**src/rtl/sseg_pkg.sv**
```systemverilog
// Shared types and helpers for the serial seven-segment driver.
package sseg_pkg;

  // Width of one segment byte: {dp,g,f,e,d,c,b,a}.
  localparam int SEG_W = 8;

  // Serial transmit states.
  typedef enum logic [2:0] {
    ST_IDLE,
    ST_SHIFT_LO,
    ST_SHIFT_HI,
    ST_LATCH,
    ST_GAP
  } state_e;

  // Hex nibble to active-high {g,f,e,d,c,b,a} pattern.
  function automatic logic [6:0] hex7(input logic [3:0] nib);
    logic [6:0] seg;
    seg = 7'h00;
    case (nib)
      4'h0: seg = 7'h3F;
      4'h1: seg = 7'h06;
      4'h2: seg = 7'h5B;
      4'h3: seg = 7'h4F;
      4'h4: seg = 7'h66;
      4'h5: seg = 7'h6D;
      4'h6: seg = 7'h7D;
      4'h7: seg = 7'h07;
      4'h8: seg = 7'h7F;
      4'h9: seg = 7'h6F;
      4'hA: seg = 7'h77;
      4'hB: seg = 7'h7C;
      4'hC: seg = 7'h39;
      4'hD: seg = 7'h5E;
      4'hE: seg = 7'h79;
      4'hF: seg = 7'h71;
    endcase
    return seg;
  endfunction

endpackage

```
**src/rtl/sseg_encoder.sv**
```systemverilog
// Combinational per-digit segment encoder: hex or raw byte, blanking, output polarity.
module sseg_encoder
  import sseg_pkg::*;
#(
  parameter int NUM_DIGITS     = 8,
  parameter int SEG_ACTIVE_LOW = 1
) (
  input  logic [4*NUM_DIGITS-1:0]     data_i,
  input  logic [NUM_DIGITS-1:0]       dp_i,
  input  logic [NUM_DIGITS-1:0]       blank_i,
  input  logic                        raw_mode_i,
  input  logic [SEG_W*NUM_DIGITS-1:0] raw_i,
  output logic [SEG_W*NUM_DIGITS-1:0] frame_o
);

  localparam logic [SEG_W-1:0] POL_MASK = (SEG_ACTIVE_LOW != 0) ? 8'hFF : 8'h00;

  for (genvar d = 0; d < NUM_DIGITS; d++) begin : g_digit
    logic [SEG_W-1:0] seg_byte;

    // Pick raw or decoded byte for this digit, then apply blanking.
    always_comb begin
      // NOTE: every combinational output gets a value on every path (default first) so no latch is inferred.
      seg_byte = raw_mode_i ? raw_i[d*SEG_W +: SEG_W] : {dp_i[d], hex7(data_i[d*4 +: 4])};
      if (blank_i[d]) begin
        seg_byte = '0;
      end
    end

    assign frame_o[d*SEG_W +: SEG_W] = seg_byte ^ POL_MASK;
  end

endmodule

```
**src/rtl/sseg_serial_driver.sv**
```systemverilog
// Serial driver for a daisy chain of 8-bit seven-segment shift registers.
// A frame is captured on accept, shifted MSB first on ss_dout/ss_clk, then latched with ss_en.
module sseg_serial_driver
  import sseg_pkg::*;
#(
  parameter int NUM_DIGITS     = 8,
  parameter int CLK_DIV        = 4,
  parameter int SEG_ACTIVE_LOW = 1,
  parameter int AUTO_REFRESH   = 1,
  parameter int GAP_TICKS      = 16
) (
  input  logic                        clk,
  input  logic                        rst_n,
  input  logic [4*NUM_DIGITS-1:0]     data_in,
  input  logic [NUM_DIGITS-1:0]       dp_in,
  input  logic [NUM_DIGITS-1:0]       blank_in,
  input  logic                        raw_mode,
  input  logic [SEG_W*NUM_DIGITS-1:0] raw_in,
  input  logic                        load_valid,
  output logic                        load_ready,
  output logic                        busy,
  output logic                        frame_done,
  output logic                        ss_dout,
  output logic                        ss_clk,
  output logic                        ss_en
);

  localparam int FRAME_W = SEG_W * NUM_DIGITS;
  localparam bit AUTO    = (AUTO_REFRESH != 0);

  // Bit counter holds 0..FRAME_W.
  localparam int               BIT_W      = $clog2(FRAME_W + 1);
  localparam logic [BIT_W-1:0] FRAME_BITS = BIT_W'(FRAME_W);
  localparam logic [BIT_W-1:0] BIT_ONE    = BIT_W'(1);

  // Clock divider counts 0..CLK_DIV-1.
  localparam int               DIV_W    = (CLK_DIV > 1) ? $clog2(CLK_DIV) : 1;
  localparam logic [DIV_W-1:0] DIV_LAST = DIV_W'(CLK_DIV - 1);
  localparam logic [DIV_W-1:0] DIV_ONE  = DIV_W'(1);

  // Phase counter covers the 2-tick latch and the GAP_TICKS gap.
  localparam int              PH_W       = (GAP_TICKS > 2) ? $clog2(GAP_TICKS) : 1;
  localparam logic [PH_W-1:0] GAP_LAST   = PH_W'(GAP_TICKS - 1);
  localparam logic [PH_W-1:0] LATCH_LAST = PH_W'(1);
  localparam logic [PH_W-1:0] PH_ONE     = PH_W'(1);

  // All-digits-dark frame after polarity.
  localparam logic [FRAME_W-1:0] DARK_FRAME = (SEG_ACTIVE_LOW != 0) ? '1 : '0;

  state_e             state_q,   state_d;
  logic [DIV_W-1:0]   div_cnt_q, div_cnt_d;
  logic [BIT_W-1:0]   bit_cnt_q, bit_cnt_d;
  logic [PH_W-1:0]    phase_q,   phase_d;
  logic [FRAME_W-1:0] frame_q,   frame_d;
  logic [FRAME_W-1:0] shift_q,   shift_d;

  logic load_ready_q, load_ready_d;
  logic busy_q,       busy_d;
  logic frame_done_q, frame_done_d;
  logic ss_dout_q,    ss_dout_d;
  logic ss_clk_q,     ss_clk_d;
  logic ss_en_q,      ss_en_d;

  logic [FRAME_W-1:0] enc_frame;
  logic               tick;
  logic               accept;
  logic               start;

  sseg_encoder #(
    .NUM_DIGITS     (NUM_DIGITS),
    .SEG_ACTIVE_LOW (SEG_ACTIVE_LOW)
  ) u_encoder (
    .data_i     (data_in),
    .dp_i       (dp_in),
    .blank_i    (blank_in),
    .raw_mode_i (raw_mode),
    .raw_i      (raw_in),
    .frame_o    (enc_frame)
  );

  assign tick   = (div_cnt_q == DIV_LAST);
  assign accept = load_valid && load_ready_q;

  // Next-state, counters, frame capture and next registered pin values.
  always_comb begin
    state_d   = state_q;
    div_cnt_d = div_cnt_q;
    bit_cnt_d = bit_cnt_q;
    phase_d   = phase_q;
    frame_d   = frame_q;
    shift_d   = shift_q;
    start     = 1'b0;

    unique case (state_q)
      ST_IDLE: begin
        // With auto-refresh the first frame leaves right after reset.
        if (accept || AUTO) begin
          start = 1'b1;
        end
      end
      ST_SHIFT_LO: begin
        if (tick) begin
          state_d = ST_SHIFT_HI;
        end
      end
      ST_SHIFT_HI: begin
        if (tick) begin
          bit_cnt_d = bit_cnt_q - BIT_ONE;
          if (bit_cnt_q == BIT_ONE) begin
            state_d = ST_LATCH;
            phase_d = '0;
          end else begin
            state_d = ST_SHIFT_LO;
            shift_d = shift_q << 1;
          end
        end
      end
      ST_LATCH: begin
        if (tick) begin
          if (phase_q == LATCH_LAST) begin
            state_d = AUTO ? ST_GAP : ST_IDLE;
            phase_d = '0;
          end else begin
            phase_d = phase_q + PH_ONE;
          end
        end
      end
      ST_GAP: begin
        // A new load cuts the gap short.
        if (accept) begin
          start = 1'b1;
        end else if (tick) begin
          if (phase_q == GAP_LAST) begin
            start = 1'b1;
          end else begin
            phase_d = phase_q + PH_ONE;
          end
        end
      end
      default: begin
        state_d = ST_IDLE;
      end
    endcase

    if (start) begin
      state_d   = ST_SHIFT_LO;
      bit_cnt_d = FRAME_BITS;
      phase_d   = '0;
      if (accept) begin
        frame_d = enc_frame;
        shift_d = enc_frame;
      end else begin
        shift_d = frame_q;
      end
    end

    // Divider restarts on every tick and on every state change; parked at 0 in IDLE.
    if (state_d == ST_IDLE || tick || state_d != state_q) begin
      div_cnt_d = '0;
    end else begin
      div_cnt_d = div_cnt_q + DIV_ONE;
    end

    ss_clk_d     = (state_d == ST_SHIFT_HI);
    ss_dout_d    = (state_d == ST_SHIFT_LO || state_d == ST_SHIFT_HI) ? shift_d[FRAME_W-1] : 1'b0;
    ss_en_d      = (state_d == ST_LATCH);
    busy_d       = (state_d == ST_SHIFT_LO || state_d == ST_SHIFT_HI || state_d == ST_LATCH);
    load_ready_d = (state_d == ST_IDLE || state_d == ST_GAP);
    frame_done_d = (state_q == ST_LATCH) && (state_d != ST_LATCH);
  end

  // State, counters, frame/shift registers and registered pins.
  always_ff @(posedge clk or negedge rst_n) begin
    if (!rst_n) begin
      state_q      <= ST_IDLE;
      div_cnt_q    <= '0;
      bit_cnt_q    <= '0;
      phase_q      <= '0;
      // NOTE: the held frame is reset to the dark pattern so an auto-refresh straight out of reset blanks the display.
      frame_q      <= DARK_FRAME;
      shift_q      <= '0;
      load_ready_q <= 1'b1;
      busy_q       <= 1'b0;
      frame_done_q <= 1'b0;
      ss_dout_q    <= 1'b0;
      ss_clk_q     <= 1'b0;
      ss_en_q      <= 1'b0;
    end else begin
      // NOTE: non-blocking assignments here so every register samples pre-edge values.
      state_q      <= state_d;
      div_cnt_q    <= div_cnt_d;
      bit_cnt_q    <= bit_cnt_d;
      phase_q      <= phase_d;
      frame_q      <= frame_d;
      shift_q      <= shift_d;
      load_ready_q <= load_ready_d;
      busy_q       <= busy_d;
      frame_done_q <= frame_done_d;
      ss_dout_q    <= ss_dout_d;
      ss_clk_q     <= ss_clk_d;
      ss_en_q      <= ss_en_d;
    end
  end

  assign load_ready = load_ready_q;
  assign busy       = busy_q;
  assign frame_done = frame_done_q;
  assign ss_dout    = ss_dout_q;
  assign ss_clk     = ss_clk_q;
  assign ss_en      = ss_en_q;

endmodule

```
**config.mk**
```make
export PLATFORM = sky130hd
export DESIGN_NAME = sseg_serial_driver
export DESIGN_NICKNAME = d
export VERILOG_FILES = /design/src/rtl/sseg_pkg.sv /design/src/rtl/sseg_encoder.sv /design/src/rtl/sseg_serial_driver.sv
export SDC_FILE = /design/constraint.sdc
export NUM_CORES = 1
export LEC_CHECK = 0
export ABC_AREA = 1
export ABC_CLOCK_PERIOD_IN_PS = 3290
export CORE_AREA = 4 4 130 132
export DETAILED_ROUTE_END_ITERATION = 8
export DIE_AREA = 0 0 134 136
export PLACE_DENSITY_LB_ADDON = 0.3
export REMOVE_ABC_BUFFERS = 1
export SLEW_MARGIN = 5
export SYNTH_ARGS = -nofsm -noshare
export SYNTH_HDL_FRONTEND = slang
export SYNTH_SLANG_ARGS = --single-unit
```
**constraint.sdc**
```tcl
create_clock -name clk -period 3.29 [get_ports clk]
set_clock_uncertainty 0.05 [all_clocks]
set_input_delay 0.4935 -clock clk [delete_from_list [all_inputs] [get_ports clk]]
set_output_delay 0.4935 -clock clk [all_outputs]
set_load 0.1 [all_outputs]
```
; Word-level counts from Yosys, hierarchy flattened
; Memory sizes are Yosys's and may differ from the RTL's.
; Cells that the tools add are included.
[word_totals]
reg_bits = 150
romBits = 896
in_bits = 116
output_inout_bits = 6
wordCells = 115
memories = 8
[op_classes]
n_addsub = 3
n_eq_ne = 21
n_mux = 46
bitwise = 8
n_reduce_logical = 16
[memory_table]
columns = name, depth, width, read_ports, rd_ports_with_merged_regs, write_ports, line_no
row1 = (name not given), 16, 7, 1, 0, 0, sseg_pkg.sv:20  ; case (nib)
row2 = (name not given), 16, 7, 1, 0, 0, sseg_pkg.sv:20
row3 = (name not given), 16, 7, 1, 0, 0, sseg_pkg.sv:20
row4 = (name not given), 16, 7, 1, 0, 0, sseg_pkg.sv:20
row5 = (name not given), 16, 7, 1, 0, 0, sseg_pkg.sv:20
row6 = (name not given), 16, 7, 1, 0, 0, sseg_pkg.sv:20
row7 = +2 memories, n/a, n/a, n/a, n/a, n/a, n/a
[ops]
columns = operator, count
row1 = two-way mux 64 bit, 5
row2 = two-way mux 8 bit, 16
row3 = NOT 8 bit, 8
row4 = two-way mux 4 bit, 8
row5 = two-way mux 7 bit, 3
row6 = "inequality test 3 bit, second input constant", 6
row7 = two-way mux 3 bit, 5
row8 = "== test 3 x 2 -> 1 bit, second input constant", 4
row9 = one-hot mux 3 bit (4 select lines), 1
row10 = one-hot mux 4 bit (3 select lines), 1
row11 = "== test 7 x 1 -> 1 bit, second input constant", 1
row12 = AND reduction 7 bit, 1
row13 = "subtractor 7 x 1 -> 7 bit, second input constant", 1
row14 = "== test 3 x 1 -> 1 bit, second input constant", 2
row15 = "== test 3 bit, second input constant", 2
row16 = logical NOT 3 bit, 2
row17 = logical OR 1 bit, 5
row18 = "adder 4 x 1 -> 4 bit, second input constant", 1
row19 = "== test 4 x 1 -> 1 bit, second input constant", 1
row20 = "== test 4 bit, second input constant", 1
row21 = two-way mux 1 bit, 4
row22 = two-way mux 2 bit, 2
row23 = nonzero test 2 bit, 2
row24 = nonzero test 4 bit, 1
row25 = 10 further kinds, 11

; Logic depth before layout (Yosys ltp)
; Gate-level depths: netlist of the first run.
[logic_depth]
depth_word = 10
ltp_mapped = 11
ltp_nobuf = 11

; Cells and area by module
; Synthesis of the first run repeated with hierarchy kept, for this count alone.
[hier_totals]
hier_cells = 1419
hier_area_um2 = 10263.6
[by_module_without_submodules]
columns = mod, n_inst, cells_each, area_each_um2, seq_area_each_um2
row1 = sseg_serial_driver, 1, 779, 7065.5, 3834.9
row2 = sseg_encoder, 1, 640, 3198.1, 0.0

; Worst setup path after synthesis of the first run
; Ideal clock, no wire load.
[synth_path]
path_kind = register to register
from = register load_ready_q (netlist: load_ready)
to = register shift_q[11]
setup_time_ps = 123
arrival_time_ps = 1837
t_required_ps = 3117
slack_ps = 1280
path_stages_with_launch = 12
path_buffers = 2
synth_period_minus_slack_ps = 2010
cell_sequence = dfstp_2 > nand2_1 > inv_2 > nor2_1 > nand2_1 > nand2_2 > buf_6 > buf_4 > o21ai_0 > inv_1 > o21ai_0 > nand2_1
[synth_between]
elab_chain_cells = 5
elab_cells_between_ends = 9
classes_between = eq/ne (1) / mux (4) / reduce/logical (4)
[synth_lines]
columns = element, line_no
row1 = from (decl), sseg_serial_driver.sv:57  ; logic load_ready_q, load_ready_d;
row2 = from (signal assigned), sseg_serial_driver.sv:196  ; load_ready_q <= load_ready_d;
row3 = logical AND 1 bit (*), sseg_serial_driver.sv:82  ; assign accept = load_valid && load_ready_q;
row4 = two-way mux 1 bit, sseg_serial_driver.sv:130  ; if (accept) begin
row5 = one-hot mux 1 bit (2 select lines), sseg_serial_driver.sv:94  ; unique case (state_q)
row6 = inequality test 2 bit (no source line) / nonzero test 2 bit (equally long branches), n/a
row7 = AND reduction 3 bit (no source line), n/a
row8 = to (signal assigned), sseg_serial_driver.sv:195  ; shift_q <= shift_d;
row9 = to (decl), sseg_serial_driver.sv:55  ; logic [FRAME_W-1:0] shift_q, shift_d;
; Every way passes the cells marked *; elsewhere a longest branch is shown, timed or not.
; A chain may end at the register's enable or synchronous reset.

; Worst setup path after layout of the first run
[layout_path]
from = register div_cnt_q[0]
to = register shift_q[3]
[layout_between]
elab_chain_cells = 6
elab_cells_between_ends = 9
classes_between = eq/ne (2) / mux (4) / reduce/logical (3)
[layout_lines]
columns = element, line_no
row1 = from (decl), sseg_serial_driver.sv:51  ; logic [DIV_W-1:0] div_cnt_q, div_cnt_d;
row2 = from (signal assigned), sseg_serial_driver.sv:191  ; div_cnt_q <= div_cnt_d;
row3 = == test 2 bit (*), sseg_serial_driver.sv:81  ; assign tick = (div_cnt_q == DIV_LAST);
row4 = two-way mux 1 bit, sseg_serial_driver.sv:132  ; end else if (tick) begin
row5 = two-way mux 1 bit, sseg_serial_driver.sv:130
row6 = one-hot mux 1 bit (2 select lines), sseg_serial_driver.sv:94
row7 = inequality test 2 bit (no source line) / nonzero test 2 bit (equally long branches), n/a
row8 = AND reduction 3 bit (no source line), n/a
; Marked as above.

==> results of run 1 <==
## per-stage QoR
step / power, mW / instances / area [sq um]
after floorplan: 5.26 / 1218 / 9000
after global placement: 6.08 / 1568 / 10600
after detailed placement: 6.22 / 1568 / 10600
after CTS: 8.02 / 1600 / 11200
after global routing: 8.62 / 1600 / 11200
final: 8.01 / 1600 / 11200
## metal layers
| metal | vias up | share of wire, % | track usage, % | routed length (microns) |
|---|---|---|---|---|
| met3 | 42 | 6.6 | 4.59 | 1560 |
| li1 | 4346 | - | - | - |
| met5 | - | 0 | 0 | 0 |
| met4 | 0 | 1.9 | 9.20 | 443 |
| met1 | 4146 | 44 | 35.4 | 10300 |
| met2 | 339 | 48 | 43.9 | 11300 |
## kinds of logic after synthesis
family	after synthesis	share of synthesized area, %
AO/OA/AOI/OAI	266	16.0
XOR/XNOR	5	0.470
adder cells (fa/ha/maj)	45	6.04
buffers and inverters	181	8.28
flip-flops	150	41.1
AND/OR/NAND/NOR	631	28.1
## registers in the layout (all words and copies together) (netlist names)
| register | cells |
|---|---|
| busy | 1 |
| frame_q | 64 |
| ss_dout | 1 |
| frame_done | 1 |
| state_q | 3 |
| phase_q | 4 |
| shift_q | 64 |
| div_cnt_q | 2 |
| load_ready | 1 |
| ss_clk | 1 |
| bit_cnt_q | 7 |
| ss_en | 1 |
## synthesized netlist by cell type (all sizes together)
master  number
nand3      107
clkbuf      19
dfstp       65
or2          8
inv        120
nor2       109
clkinv       1
dfrtp       85
o21a        16
a21o        10
nand3b      10
o22ai        7
o21ai      136
buf         41
o211ai      28
a21oi       65
nand4        9
xor2         5
nand2      382
ha          45
nor3         6
a31oi        1
o221ai       3
## worst reg2reg max path, delay by kind of cell (launching register included)
family,cells,cell delay (ps)
and+or+nand+nor,3,660
adders and majority gates,1,480
AOI/OAI and AO/OA,1,230
DFF,1,360
buffers and inverters,2,930
## worst paths after layout
kind                                         from                 endpoint  slack (ps)  depth (start not counted)
max                        div_cnt_q[0]$_DFF_PN0_   shift_q[3]$_DFFE_PN0P_         530                          7
min                                         rst_n   phase_q[1]$_DFFE_PN0P_          30                          1
max reg2reg                div_cnt_q[0]$_DFF_PN0_   shift_q[3]$_DFFE_PN0P_         530                          7
min reg2reg                div_cnt_q[0]$_DFF_PN0_   div_cnt_q[0]$_DFF_PN0_         400                          1
max in group asynchronous                   rst_n  frame_q[16]$_DFFE_PN1P_        2250                          2
min in group clk           div_cnt_q[0]$_DFF_PN0_   div_cnt_q[0]$_DFF_PN0_         400                          1
## final cells by class
| type | count | share of cell area (%) |
|---|---|---|
| inverters | 121 | 4.10 |
| multi-input cells | 947 | 42.3 |
| clock buffers | 21 | 4.13 |
| repair buffers | 134 | 11.9 |
| well taps | 216 | 2.42 |
| flip-flops and latches | 150 | 34.4 |
| clock inverters | 11 | 0.684 |
## power breakdown
| part | switching [mW] | internal, mW | total [mW] |
|---|---|---|---|
| Combinational | 1.95 | 1.03 | 2.98 |
| Clock | 0.768 | 1.00 | 1.77 |
| Sequential | 0.376 | 2.88 | 3.26 |
==> impl_metrics.py, run 1 <==
metrics = {
    "final_layout": {
        "final_common_cell": "nand2_1",
        "layout_common_cells": "nand2_1 (378), clkdlybuf4s50_1 (119), o21ai_0 (115), inv_1 (110), nand3_1 (106)",
        "nets": 1532,
        "layout-area-overhead-vs-synth_pct": 19.7,
        "antenna_cells": 0,
        "fillers": 1267,
        "final-seq-area_sq_um": 3830,
        "multiInputGateArea_sq_um": 4720,
        "finalCoreUtilization_pct": 71.0,
        "drive_gt1_share_pct": 9.97,
    },
    "floorplan": {
        "die_y_microns": 136,
        "initial_core_util_pct": 59.3,
        "core_area_sq_um": 15700,
        "dieWidth_microns": 134,
        "die_area_sq_um": 18200,
        "ios": 122,
        "rows": 46,
    },
    "clock_network": {
        "cts_setup_buffers": 0,
        "cts_buffers": 17,
        "cts_buffer_depth": 2,
        "tritoncts": "done",
        "htree_levels": 4,
        "path_clk_slew_ps": 60,
        "insertion_delay_ps": 420,
        "ctsResizeCount": 0,
        "cts_root_buf": "clkbuf_16",
        "holdBufCountCts": 0,
        "cts.sinks": 150,
    },
    "timing": {
        "fmax_mhz": 363,
        "finalMaxSlewViolations": 0,
        "worst_slew_pin_slew_ps": 982,
        "fin_hold_ws_ps": 32.2,
        "fin_crit_sh_pct": 83.8,
        "setup_ws_ps": 533,
        "rsz0062_at_grt": "no",
        "setup_tns_ps": 0,
        "finalSetupViolCount": 0,
        "hold_viol": 0,
        "fin_crit_ps": 2760,
        "maxSlewHeadroom_pct": 34.3,
    },
    "grt": {
        "grt_pass1_wl_microns": 39500,
        "first_global_vias": 8352,
        "grtUsageTotal_pct": 26.5,
        "grt_max_degree": 75,
        "grt_antenna_before_repair": 0,
        "overflow": 0,
    },
    "critical_path": {
        "path_buf_inv": 2,
        "cp_max_fo": 51,
        "arrival_ps": 3070,
        "end_kind": "flip-flop",
        "crit_top_cell": "inv_2",
        "startpoint_type": "flip-flop",
        "crit_slowest_cell": "inv_2",
        "cpPeakStageDelay_ps": 760,
        "crit_type": "flip-flop to flip-flop",
        "path_cells": "ha_1, nand4_2, inv_2, nand2_2, inv_2, o21ai_0, nand2_1",
        "crit_family": "buffers and inverters",
        "crit_required_ps": 3600,
    },
    "route": {
        "wirelength_microns": 23700,
        "drtAntennaViolNets": 0,
        "first_pass_iters": 6,
        "route.detailed.drc": 0,
        "dr.first_iter.drc_count": 729,
        "vias": 8873,
        "viasPerCell": 5.55,
        "wl_per_cell_microns": 14.8,
    },
    "pwr": {
        "ir_worst_vdd_mv": 0.512,
        "leakage_nw": 5.23,
        "power_density_nw_per_um2": 718,
    },
    "logic_synthesis": {
        "yosysTopAreaCell": "dfrtp_1",
        "ys_ff_latch": 150,
        "postSynthAreaPerCell_sq_um": 7.29,
        "yosysTopAreaCellShare_pct": 22.8,
        "seq_area_frac_synth_pct": 41.1,
        "synth_cells": 1278,
        "netlist_area_sq_um": 9320,
        "synthTopCellsByArea": "dfrtp_1 (23%), dfstp_2 (18%), nand2_1 (15%), o21ai_0 (6.2%), ha_1 (6.0%)",
        "ys_warn_count": 0,
        "synth_cell_type_count": 33,
    },
    "outcome": {
        "status": "complete, no violations",
    },
    "placed_design": {
        "port_buffers": 121,
        "dp_slack_ps": 585,
        "dp_hpwl_microns": 16100,
        "gp_congestion": 0.921,
    },
    "run": {
        "drv_cap": 0,
    },
    "worst_hold_path": {
        "min_path_type": "input pin to async pin",
    },
}
(Power assumes the default switching activity.)
==> run 2: changes to the inputs <==
ABC_CLOCK_PERIOD_IN_PS = 2600   (was 3290)
CORE_AREA = 4 4 135 137   (was 4 4 130 132)
DIE_AREA = 0 0 139 141   (was 0 0 134 136)
clock period = 2.6 ns   (was 3.29 ns; I/O delays follow)
==> impl_metrics.py, run 2 (synthesis gave the netlist of run 1 again) <==
metrics = {
    "timing": {
        "fin_hold_ws_ps": 381,
        "maxSlewHeadroom_pct": 40.0,
        "worst_slew_pin_slew_ps": 899,
        "setup_tns_ps": 0,
        "finalMaxSlewViolations": 0,
        "fin_crit_sh_pct": 83.5,
        "finalSetupViolCount": 0,
        "hold_viol": 0,
        "fmax_mhz": 460,
        "setup_ws_ps": 428,
        "fin_crit_ps": 2170,
        "rsz0062_at_grt": "no",
    },
    "worst_hold_path": {
        "min_path_type": "flip-flop to flip-flop",
        "min_path_cells": 1,
    },
    "grt": {
        "grt_pass1_wl_microns": 40200,
        "overflow": 0,
        "first_global_vias": 8470,
        "grt_antenna_before_repair": 0,
        "grtUsageTotal_pct": 24.8,
        "grt_max_degree": 75,
    },
    "clock_network": {
        "cts_root_buf": "clkbuf_16",
        "htree_levels": 4,
        "ctsResizeCount": 0,
        "cts.sinks": 150,
        "path_clk_slew_ps": 60,
        "cts_buffer_depth": 2,
        "insertion_delay_ps": 420,
        "cts_buffers": 17,
        "tritoncts": "done",
    },
    "critical_path": {
        "cp_max_fo": 51,
        "crit_required_ps": 2910,
        "end_kind": "flip-flop",
        "reg2regPathDepth": 7,
        "crit_type": "flip-flop to flip-flop",
        "arrival_ps": 2480,
        "startpoint_type": "flip-flop",
        "rrSetupSlack_ps": 430,
    },
    "final_layout": {
        "antenna_cells": 0,
        "final_common_cell": "nand2_1",
        "drive_gt1_share_pct": 11.0,
        "multiInputGateArea_sq_um": 4720,
        "fin_cells": 1620,
        "fillers": 1490,
        "reg_top3": "frame_q: 64 flops, shift_q: 64 flops, bit_cnt_q: 7 flops",
        "nets": 1543,
        "final-seq-area_sq_um": 3830,
        "layout_common_cells": "nand2_1 (378), o21ai_0 (115), clkdlybuf4s50_1 (114), inv_1 (110), nand3_1 (106)",
        "layout-area-overhead-vs-synth_pct": 20.9,
    },
    "route": {
        "route.detailed.drc": 0,
        "wirelength_microns": 24300,
        "drtAntennaViolNets": 0,
        "dr.first_iter.drc_count": 583,
        "vias": 8830,
        "viasPerCell": 5.45,
        "first_pass_iters": 5,
        "wl_per_cell_microns": 15.0,
    },
    "pwr": {
        "seqPwrFrac_pct": 40.2,
        "power_density_nw_per_um2": 910,
        "switching_power_mw": 3.97,
        "ir_worst_vdd_mv": 0.556,
        "p_clk_share_pct": 21.8,
        "leakage_nw": 5.29,
        "p_sw_share_pct": 38.7,
        "internal-power_mw": 6.29,
        "combPwrFrac_pct": 38.0,
    },
    "floorplan": {
        "die_y_microns": 141,
        "rows": 48,
        "ios": 122,
        "core_area_sq_um": 17100,
        "dieWidth_microns": 139,
        "die_area_sq_um": 19600,
        "initial_core_util_pct": 54.6,
    },
    "placed_design": {
        "port_buffers": 121,
        "dp.cells": 1587,
        "gp_congestion": 0.907,
        "dp_hpwl_microns": 16800,
        "dp_slack_ps": 247,
    },
    "outcome": {
        "status": "complete, no violations",
    },
    "run": {
        "drv_cap": 0,
    },
}
==> run 2: path summary, 6_finish.rpt <==
check,start,endpoint
max,div_cnt_q[0]$_DFF_PN0_,shift_q[3]$_DFFE_PN0P_
min,div_cnt_q[0]$_DFF_PN0_,div_cnt_q[0]$_DFF_PN0_
max reg2reg,div_cnt_q[0]$_DFF_PN0_,shift_q[3]$_DFFE_PN0P_
min reg2reg,div_cnt_q[0]$_DFF_PN0_,div_cnt_q[0]$_DFF_PN0_
max in group asynchronous,rst_n,frame_q[17]$_DFFE_PN1P_
min in group asynchronous,rst_n,frame_done$_DFF_PN0_
==> run 2: power by group through the flow <==
stage               Combinational [mW]  Sequential, mW  Clock (mW)
floorplan                         2.43            4.22           0
global placement                  3.74            4.12           0
detailed placement                3.87            4.14           0
CTS                               3.91            4.12        2.27
global route                      4.41            4.24        2.36
finish                            3.90            4.13        2.24
==> run 2: metal layers <==
metal  vias up  share of wire (%)  global-route usage, %
met1      4095                 44                   32.1
met3        46                6.5                   4.65
met5         -                  0                      0
met2       315                 47                   41.6
met4         0                2.4                   9.27
li1       4374                  -                      -
==> run 2: layout make-up <==
cell class,instances,area share (%)
inverter,121,4.05
multi-input combinational,947,41.9
tap,225,2.50
clock buffer,21,4.08
clock inverter,11,0.666
sequential,150,34.0
timing repair buffer,145,12.8
==> run 2: metrics by stage <==
| step | power [mW] | cell area [sq um] | utilization (%) |
|---|---|---|---|
| finish | 10.3 | 11300 | 66.1 |
| global route | 11.0 | 11300 | 66.1 |
| CTS | 10.3 | 11300 | 66.1 |
| detailed placement | 8.01 | 10700 | 62.9 |
| global placement | 7.86 | 10700 | 62.9 |
| floorplan | 6.66 | 9000 | - |
==> run 2: what timing repair did <==
action / in CTS / in global routing
setup buffers: 0 / 0
endpoints found under the hold margin: 46 / 0
hold buffers: 1 / 0
==> run 2: worst max-delay path: stages (launching register included) <==
cell and delay (ps):
dfrtp_1 350, ha_1 200, nand4_2 190, inv_2 160, nand2_2 150, inv_2 680, o21ai_0 210, nand2_1 110
